[config.mk]
export PLATFORM = sky130hd
export DESIGN_NAME = rv_uart_tx
export DESIGN_NICKNAME = d
export VERILOG_FILES = /design/src/rtl/rv_uart_tx.sv
export SDC_FILE = /design/constraint.sdc
export NUM_CORES = 1
export LEC_CHECK = 0
export CORE_ASPECT_RATIO = 2
export CORE_MARGIN = 5
export CORE_UTILIZATION = 51
export CTS_BUF_LIST = sky130_fd_sc_hd__clkbuf_16
export CTS_CLUSTER_SIZE = 10
export DETAILED_ROUTE_END_ITERATION = 10
export PLACE_DENSITY = 0.75
export SKIP_CTS_REPAIR_TIMING = 1
export SYNTH_ARGS = -nofsm -noshare
export SYNTH_HDL_FRONTEND = slang
export SYNTH_SLANG_ARGS = --single-unit
export TNS_END_PERCENT = 100
[constraint.sdc]
create_clock -name clk -period 3.45 [get_ports clk]
set_input_delay 0.345 -clock clk [delete_from_list [all_inputs] [get_ports clk]]
set_output_delay 0.345 -clock clk [all_outputs]
set_load 0.01 [all_outputs]
[src/rtl/rv_uart_tx.sv]
// Byte-serial 8N1 UART transmitter fed by a small byte FIFO.
// Latency: start bit on tx_o one clock after a byte is written into an idle, empty block.
// Backpressure: wr_ready_o drops while the FIFO holds DEPTH bytes; frames follow back-to-back.

module rv_uart_tx_fifo #(
    parameter int DEPTH = 4,
    parameter int W     = 8
) (
    input  logic                     clk,
    input  logic                     arstn,
    input  logic                     push_vld,
    output logic                     push_rdy,
    input  logic [W-1:0]             push_dat,
    input  logic                     pop_rdy,
    output logic                     pop_vld,
    output logic [W-1:0]             pop_dat,
    output logic [$clog2(DEPTH):0]   count
);
    localparam int AW = $clog2(DEPTH);

    logic [W-1:0]  mem [DEPTH];
    logic [AW-1:0] wptr;
    logic [AW-1:0] rptr;
    logic          push;
    logic          pop;

    // Readiness depends only on the registered count, so a same-cycle pop never frees a slot.
    assign push_rdy = (count != (AW + 1)'(DEPTH));
    assign pop_vld  = (count != '0);
    assign push     = push_vld & push_rdy;
    assign pop      = pop_rdy & pop_vld;
    assign pop_dat  = mem[rptr];

    always_ff @(posedge clk or negedge arstn) begin
        if (!arstn) begin
            wptr  <= '0;
            rptr  <= '0;
            count <= '0;
        end else begin
            if (push) wptr <= wptr + 1'b1;
            if (pop)  rptr <= rptr + 1'b1;
            if (push && !pop)
                count <= count + 1'b1;
            else if (pop && !push)
                count <= count - 1'b1;
        end
    end

    always_ff @(posedge clk) begin
        if (push) mem[wptr] <= push_dat;
    end
endmodule

module rv_uart_tx #(
    parameter int CLK_HZ = 50_000_000,
    parameter int BAUD   = 115200,
    parameter int DEPTH  = 4
) (
    input  logic                     clk,
    input  logic                     arstn,
    input  logic                     wr_valid_i,
    input  logic [7:0]               wr_data_i,
    output logic                     wr_ready_o,
    output logic                     tx_o,
    output logic                     busy_o,
    output logic [$clog2(DEPTH):0]   fifo_count_o
);
    localparam int DIV = CLK_HZ / BAUD;
    localparam int CW  = (DIV > 1) ? $clog2(DIV) : 1;
    localparam logic [CW-1:0] CNT_LAST = CW'(DIV - 1);

    typedef enum logic [1:0] {IDLE, START, DATA, STOP} state_t;

    state_t        state, state_d;
    logic [CW-1:0] cnt, cnt_d;
    logic [2:0]    bit_idx, bit_d;
    logic          tx_q, tx_d;
    logic          pop;
    logic          fifo_vld;
    logic [7:0]    fifo_dat;
    logic [7:0]    shreg;
    logic          bit_end;

    rv_uart_tx_fifo #(.DEPTH(DEPTH), .W(8)) u_fifo (
        .clk      (clk),
        .arstn    (arstn),
        .push_vld (wr_valid_i),
        .push_rdy (wr_ready_o),
        .push_dat (wr_data_i),
        .pop_rdy  (pop),
        .pop_vld  (fifo_vld),
        .pop_dat  (fifo_dat),
        .count    (fifo_count_o)
    );

    assign bit_end = (cnt == CNT_LAST);

    always_comb begin
        state_d = state;
        cnt_d   = bit_end ? '0 : cnt + 1'b1;
        bit_d   = bit_idx;
        tx_d    = tx_q;
        pop     = 1'b0;
        case (state)
            IDLE: begin
                cnt_d = '0;
                tx_d  = 1'b1;
                if (fifo_vld) begin
                    pop     = 1'b1;
                    state_d = START;
                    tx_d    = 1'b0;
                end
            end
            START: begin
                if (bit_end) begin
                    state_d = DATA;
                    bit_d   = 3'd0;
                    tx_d    = shreg[0];
                end
            end
            DATA: begin
                if (bit_end) begin
                    if (bit_idx == 3'd7) begin
                        state_d = STOP;
                        tx_d    = 1'b1;
                    end else begin
                        bit_d = bit_idx + 3'd1;
                        tx_d  = shreg[bit_idx + 3'd1];
                    end
                end
            end
            STOP: begin
                // Chain straight into the next start bit when more bytes are waiting.
                if (bit_end) begin
                    if (fifo_vld) begin
                        pop     = 1'b1;
                        state_d = START;
                        tx_d    = 1'b0;
                    end else begin
                        state_d = IDLE;
                        tx_d    = 1'b1;
                    end
                end
            end
            default: begin
                state_d = IDLE;
                cnt_d   = '0;
                tx_d    = 1'b1;
            end
        endcase
    end

    always_ff @(posedge clk or negedge arstn) begin
        if (!arstn) begin
            state   <= IDLE;
            cnt     <= '0;
            bit_idx <= 3'd0;
            tx_q    <= 1'b1;
        end else begin
            state   <= state_d;
            cnt     <= cnt_d;
            bit_idx <= bit_d;
            tx_q    <= tx_d;
        end
    end

    // Holds the frame byte so later writes cannot disturb the bits on the line.
    always_ff @(posedge clk) begin
        if (pop) shreg <= fifo_dat;
    end

    assign tx_o   = tx_q;
    assign busy_o = (state != IDLE) || (fifo_count_o != '0);
endmodule

==> results.ini, run 1 <==
[cells_and_area]
fin_util_pct = 61.28
nets = 225
syn2layout_area_growth_pct = 18.55
diodes = 0
layout-drive-gt1-share_pct = 13.73
multi_input_area_um2 = 952.2
final-seq-area_um2 = 1753
n_fill_cell = 402

[setup_path]
critPathRequiredTime_ns = 3.66
crit_family = adder cells
crit_slowest_cell = o21a_1
worstPathArrival_ns = 2.94
endpoint_kind = flop
critPathMaxStageDelay_ns = 0.42
crit_type = flop to flop
r2r_start = state[0]
crit_path_max_fanout = 9
r2r_end = u_fifo.count[1]
setup.worst_path.start_class = flop
cpMostUsedCell = inv_1
path_cells = inv_1 -> ha_1 -> nor2_1 -> o21a_1 -> inv_1 -> ha_1 -> inv_1 -> fa_1 -> mux2_2
path_buf_inv = 3
rrSetupSlack_ns = 0.72
worstRegToRegCells = 9

[cts]
clkSinkCount = 62
cts_root_buf = clkbuf_16
h-tree-depth = 3
clk_pin_slew_worst_paths_ns = 0.05
cts_buffer_depth = 2
clkLatencyLatePin_ns = 0.33
cts_tree = built
numCtsBuffers = 9

[status]
status = finished, final reports clean

[floorplanning]
rows = 38
initial_core_util_pct = 51.69
core_area_um2 = 5325
pin_count = 17
die_x_um = 61.95
die_h_um = 113.9
die-area_um2 = 7056

[pwr]
p_per_area_nw_per_um2 = 647.8
power.share.switching_pct = 24.13
clock_power_share_pct = 40.8
seqPwrFrac_pct = 45.9
ir_drop_mv = 0.5225
p_sw_mw = 0.5100
p_int_mw = 1.604
p_comb_share_pct = 13.3
leakagePower_nw = 1.259

[routing]
drc = 0
drt_iter0_markers = 50
wl_per_cell_um = 17.81
totalWireLength_mm = 4.703
dr_total_vias = 1496
firstDrtPassIters = 4
ant_nets = 0
vias_per_cell = 5.667

[yosys]
seq_area_frac_synth_pct = 63.68
synth_nets = 201
syn_inst = 175
synth-seq-cells = 62
syn_area_per_cell_um2 = 15.73
yosys_warnings = 0
ys_types = 39
syn-cell-area_um2 = 2753

[global_route]
use_met3_pct = 6.795
grt_pass1_wl_mm = 7.955
first_global_vias = 1669
grt_use_met1_pct = 18.42
grt_util_met2_pct = 24.93
grt_max_degree = 23
busiest_layer = met2
antenna_found_initial = 0
grt_overflow = 0
grt_use_total_pct = 16.27

[sta]
fin_tns_setup_ns = 0
finClkSkew_ns = 0.003562
tightest_slew_ns = 0.9718
setup_slack_ns = 0.7191
min_period_over_period_pct = 79.16
max_freq_mhz = 366.2
rsz0062_at_grt = no
maxSlewHeadroom_pct = 35.01
timing.final.hold_violations = 0
finalSetupViolCount = 0
fin_crit_ns = 2.731
maxSlewViolCount = 0

[job]
drv_cap = 0

[place]
io_buffers = 16
hpwl_mm = 3.314
gp_congestion = 0.7625
dp_slack_ns = 0.7199

[worst_hold_path]
hold_end = u_fifo.count[2]
hp-class = flop to flop
hold_start = u_fifo.count[2]
whs_path_depth = 1

## worst max-delay path by stage
| stage | start | end | slack (ns) | cells after the start |
|---|---|---|---|---|
| after floorplan | state[0] | u_fifo.count[1] | 1.03 | 9 |
| after global placement | state[0] | u_fifo.count[1] | 0.84 | 9 |
| after detailed placement | cnt[1] | u_fifo.count[1] | 0.72 | 10 |
| after CTS | state[0] | u_fifo.count[1] | 0.68 | 9 |
| after global routing | u_fifo.count[0] | u_fifo.count[2] | 0.54 | 10 |
| final | state[0] | u_fifo.count[1] | 0.72 | 9 |
## sequential cells by signal (all words and copies together) (netlist names)
signal	cells
bit_idx	3
tx_o	1
cnt	9
u_fifo.count	3
state	2
u_fifo.mem	32
u_fifo.wptr	2
shreg	8
u_fifo.rptr	2
## routing by layer
layer  vias to the layer above  share of wire [%]
met4                         0                2.7
met3                        12                4.4
met5                         -                  0
met1                       746                 40
li1                        711                  -
met2                        27                 53
## power groups by stage
stage | Sequential [mW] | Clock [mW] | Combinational, mW
after global placement | 0.974 | 0 | 0.274
after floorplan | 0.976 | 0 | 0.163
after detailed placement | 0.987 | 0 | 0.287
after global routing | 0.983 | 0.920 | 0.313
after CTS | 0.973 | 0.884 | 0.289
final | 0.971 | 0.863 | 0.280
## synth_stat cells (all sizes together)
cell type	number	share of area (%)
a21oi	1	0.18
a221oi	1	0.32
a22o	5	1.6
a2bb2oi	1	0.32
and2	1	0.23
and3	6	1.4
and4	1	0.32
buf	3	0.50
dfrtp	21	19
dfstp	1	0.95
edfxtp	40	44
fa	1	0.73
ha	14	6.4
inv	9	1.2
mux2	4	1.6
mux2i	2	0.73
mux4	9	7.5
nand2	4	0.55
nand2b	1	0.23
nand3	3	0.55
nand4	2	0.45
nand4b	1	0.32
nand4bb	1	1.0
nor2	14	1.9
nor2b	1	0.23
nor3	3	0.55
nor4	1	0.23
o211ai	2	0.55
o21a	1	0.27
o21ai	3	0.55
o21bai	1	0.68
o22a	1	0.32
o32ai	1	0.32
or2	1	0.23
or2b	1	0.27
xnor2	5	1.6
xor2	8	2.5
## worst register-to-register path: stages (launching register included)
cell	delay [ns]
dfrtp_1	0.40
inv_1	0.16
ha_1	0.27
nor2_1	0.23
o21a_1	0.42
inv_1	0.14
ha_1	0.24
inv_1	0.08
fa_1	0.40
mux2_2	0.26
## through the flow
step / total power [mW] / cells / hold slack (ns) / instance area, um^2
finish: 2.114 / 264 / 0.5240 / 3263
global route: 2.216 / 264 / 0.5677 / 3263
CTS: 2.146 / 264 / 0.5276 / 3263
detailed placement: 1.274 / 248 / 0.5215 / 2974
global placement: 1.248 / 248 / 0.5062 / 2974
floorplan: 1.139 / 175 / 0.04941 / 2753
## layout by cell type (no fill, tap or decap), drive strengths merged, types with 2 or more instances in the layout
master and instances:
clkdlybuf4s50 16, mux2 4, xnor2 5, nand3 3, edfxtp 40, ha 14, nand4 2, nor2 14
xor2 8, dfrtp 21, a22o 5, o21ai 3, clkinv 5, mux2i 2, and3 6, nand2 4
mux4 9, inv 10, clkbuf 9, o211ai 2, nor3 3
## cell type report
cell class,instances,share of cell area [%]
inverters,9,1.035
clock buffers,9,6.902
flip-flops and latches,62,53.72
multi-input cells,101,29.18
repair buffers,16,4.908
clock inverters,7,1.956
well taps,60,2.301
## kinds of logic after synthesis
| kind of cell | after synthesis | synth area share, % |
|---|---|---|
| buf+inv | 12 | 1.727 |
| simple gates | 41 | 8.410 |
| flops | 62 | 63.68 |
| fa+ha+maj | 15 | 7.091 |
| xor+xnor | 13 | 4.136 |
| mux | 15 | 9.864 |
| compound gates | 17 | 5.091 |
Power figures use the tool's default switching activity.
==> inputs of run 2 (changes only) <==
Settings changed: PLACE_DENSITY 0.75 to 0.78.
Clock period 3.45 ns to 2.4 ns, I/O delays scaled along.
==> results.ini, run 2 (same netlist as run 1, synthesis figures left out) <==
[status]
status = finished, final reports clean  ; unchanged

[global_route]
first_global_vias = 1689  ; was 1669
grt_overflow = 0  ; unchanged
antenna_found_initial = 0  ; unchanged
grt_max_degree = 23  ; unchanged
grt_pass1_wl_mm = 7.962  ; was 7.955 mm
grt_use_total_pct = 15.96  ; was 16.27%

[cells_and_area]
final_common_cell = edfxtp_1  ; unchanged
stdcell_area_um2 = 3332  ; was 3263 um^2
top_register = u_fifo.mem  ; unchanged
layout.cells.non_filler = 273  ; was 264
layout-drive-gt1-share_pct = 20.66  ; was 13.73%
reg_top3 = u_fifo.mem x32, cnt x9, shreg x8  ; unchanged
nets = 234  ; was 225
syn2layout_area_growth_pct = 21.05  ; was 18.55%
n_fill_cell = 399  ; was 402
largest_reg_flops = 32  ; unchanged
diodes = 0  ; unchanged
final_cell_mix = 40 x edfxtp_1, 21 x dfrtp_1, 16 x clkdlybuf4s50_1  ; unchanged

[pwr]
leakagePower_nw = 1.289  ; was 1.259 nW
ir_drop_mv = 0.7384  ; was 0.5225 mV
p_per_area_nw_per_um2 = 907.7  ; was 647.8 nW/um^2

[routing]
vias_per_cell = 5.546  ; was 5.667
drt_iter0_markers = 68  ; was 50
dr_total_vias = 1514  ; was 1496
drc = 0  ; unchanged
wl_per_cell_um = 17.13  ; was 17.81 um
firstDrtPassIters = 4  ; unchanged
ant_nets = 0  ; unchanged
totalWireLength_mm = 4.677  ; was 4.703 mm

[setup_path]
crit_type = flop to flop  ; unchanged
cp.depth = 12  ; was 9
crit_path_max_fanout = 4  ; was 9
path_buf_inv = 3  ; unchanged
r2r_start = cnt[1]  ; was state[0]
crit_slowest_cell = fa_1  ; was o21a_1
worstRegToRegCells = 12  ; was 9
critPathRequiredTime_ns = 2.65  ; was 3.66 ns
endpoint = u_fifo.count[2]  ; was u_fifo.count[1]
r2r_end = u_fifo.count[2]  ; was u_fifo.count[1]
critPathMaxStageDelay_ns = 0.40  ; was 0.42 ns
worstSetupStartpoint = cnt[1]  ; was state[0]
endpoint_kind = flop  ; unchanged
worstPathArrival_ns = 2.55  ; was 2.94 ns
crit_family = adder cells  ; unchanged
rrSetupSlack_ns = 0.1  ; was 0.72 ns
path_cells = inv_1 -> ha_1 -> nand4b_1 -> nor3_2 -> o21a_2 -> inv_2 -> ha_2 -> inv_1 -> fa_1 -> xor2_1 -> nor2_1 -> xor2_1  ; was inv_1 -> ha_1 -> nor2_1 -> o21a_1 -> inv_1 -> ha_1 -> inv_1 -> fa_1 -> mux2_2
setup.worst_path.start_class = flop  ; unchanged

[sta]
finClkSkew_ns = 0.003811  ; was 0.003562 ns
maxSlewHeadroom_pct = 59.23  ; was 35.01%
setup_slack_ns = 0.09813  ; was 0.7191 ns
tightest_slew_ns = 0.6097  ; was 0.9718 ns
max_freq_mhz = 434.4  ; was 366.2 MHz
whs_ns = 0.2724  ; was 0.5240 ns
fin_tns_setup_ns = 0  ; unchanged
fin_crit_ns = 2.302  ; was 2.731 ns
finalSetupViolCount = 0  ; unchanged
maxSlewViolCount = 0  ; unchanged
timing.final.hold_violations = 0  ; unchanged
min_period_over_period_pct = 95.91  ; was 79.16%

[job]
drv_cap = 0  ; unchanged

[cts]
numCtsBuffers = 9  ; unchanged
h-tree-depth = 3  ; unchanged
clk_pin_slew_worst_paths_ns = 0.06  ; was 0.05 ns
cts_root_buf = clkbuf_16  ; unchanged
clkLatencyLatePin_ns = 0.33  ; about the same
clkSinkCount = 62  ; unchanged
cts_tree = built  ; unchanged
cts_buffer_depth = 2  ; unchanged

[floorplanning]
rows = 38  ; unchanged
die-area_um2 = 7056  ; unchanged
initial_core_util_pct = 51.69  ; unchanged
core_area_um2 = 5325  ; unchanged
pin_count = 17  ; unchanged
die_x_um = 61.95  ; unchanged
die_h_um = 113.9  ; unchanged

[place]
gp_congestion = 0.7876  ; was 0.7625
dp_slack_ns = -0.04766  ; was 0.7199 ns
io_buffers = 16  ; unchanged
place_inst = 255  ; was 248
postPlaceCellArea_um2 = 3028  ; was 2974 um^2
hpwl_mm = 3.262  ; was 3.314 mm

[worst_hold_path]
hp-class = input port to async pin  ; was flop to flop

## run 2: cell types whose count changed in the layout (fill, tap and decap cells not counted), moves of 2 or more
cell        delta
clkinv_1       -3
buf_4          +9
inv_6          +2
clkinvlp_4     +4
## run 2: report_power, final
| group | switching [mW] | leakage, nW | internal, mW |
|---|---|---|---|
| registers | 0.0683 | 0.637 | 1.31 |
| clock network | 0.485 | 0.125 | 0.707 |
| logic | 0.227 | 0.527 | 0.224 |
| total | 0.780 | 1.29 | 2.24 |
## run 2: cell type report
class	instances	area, um^2	area share [%]
clock inverter	7	56.30	1.690
clock buffer	9	225.2	6.759
inverter	9	33.78	1.014
tap	60	75.07	2.253
timing repair buffer	25	227.7	6.834
multi-input combinational	101	960.9	28.84
sequential	62	1753	52.61
## run 2: per-stage QoR
stage	total power [mW]	util, %
global placement	1.817	56.86
finish	3.025	62.57
global route	3.165	62.57
detailed placement	1.843	56.86
floorplan	1.638	-
CTS	3.044	62.15
## run 2: routing by layer
metal  share of wire, %  wire, um  GRT usage, %
met2                 54      2523         24.45
met3                2.9       137         5.096
met1                 40      1882         19.33
met5                  0         0             0
met4                2.8       132         8.640
## run 2: worst min path at each step
stage	startpoint	to	cells after the start
after floorplan	arstn	bit_idx[0]	0
after global placement	u_fifo.count[2]	u_fifo.count[2]	1
after detailed placement	u_fifo.count[2]	u_fifo.count[2]	1
after CTS	arstn	bit_idx[2]	2
after global routing	arstn	bit_idx[2]	2
final	arstn	bit_idx[2]	2
==> inputs of run 3 (changes only) <==
Settings changed: TNS_END_PERCENT 100 to 5.
==> results of run 3 <==
The final DEF is identical to that of run 2; final timing and power are the same.
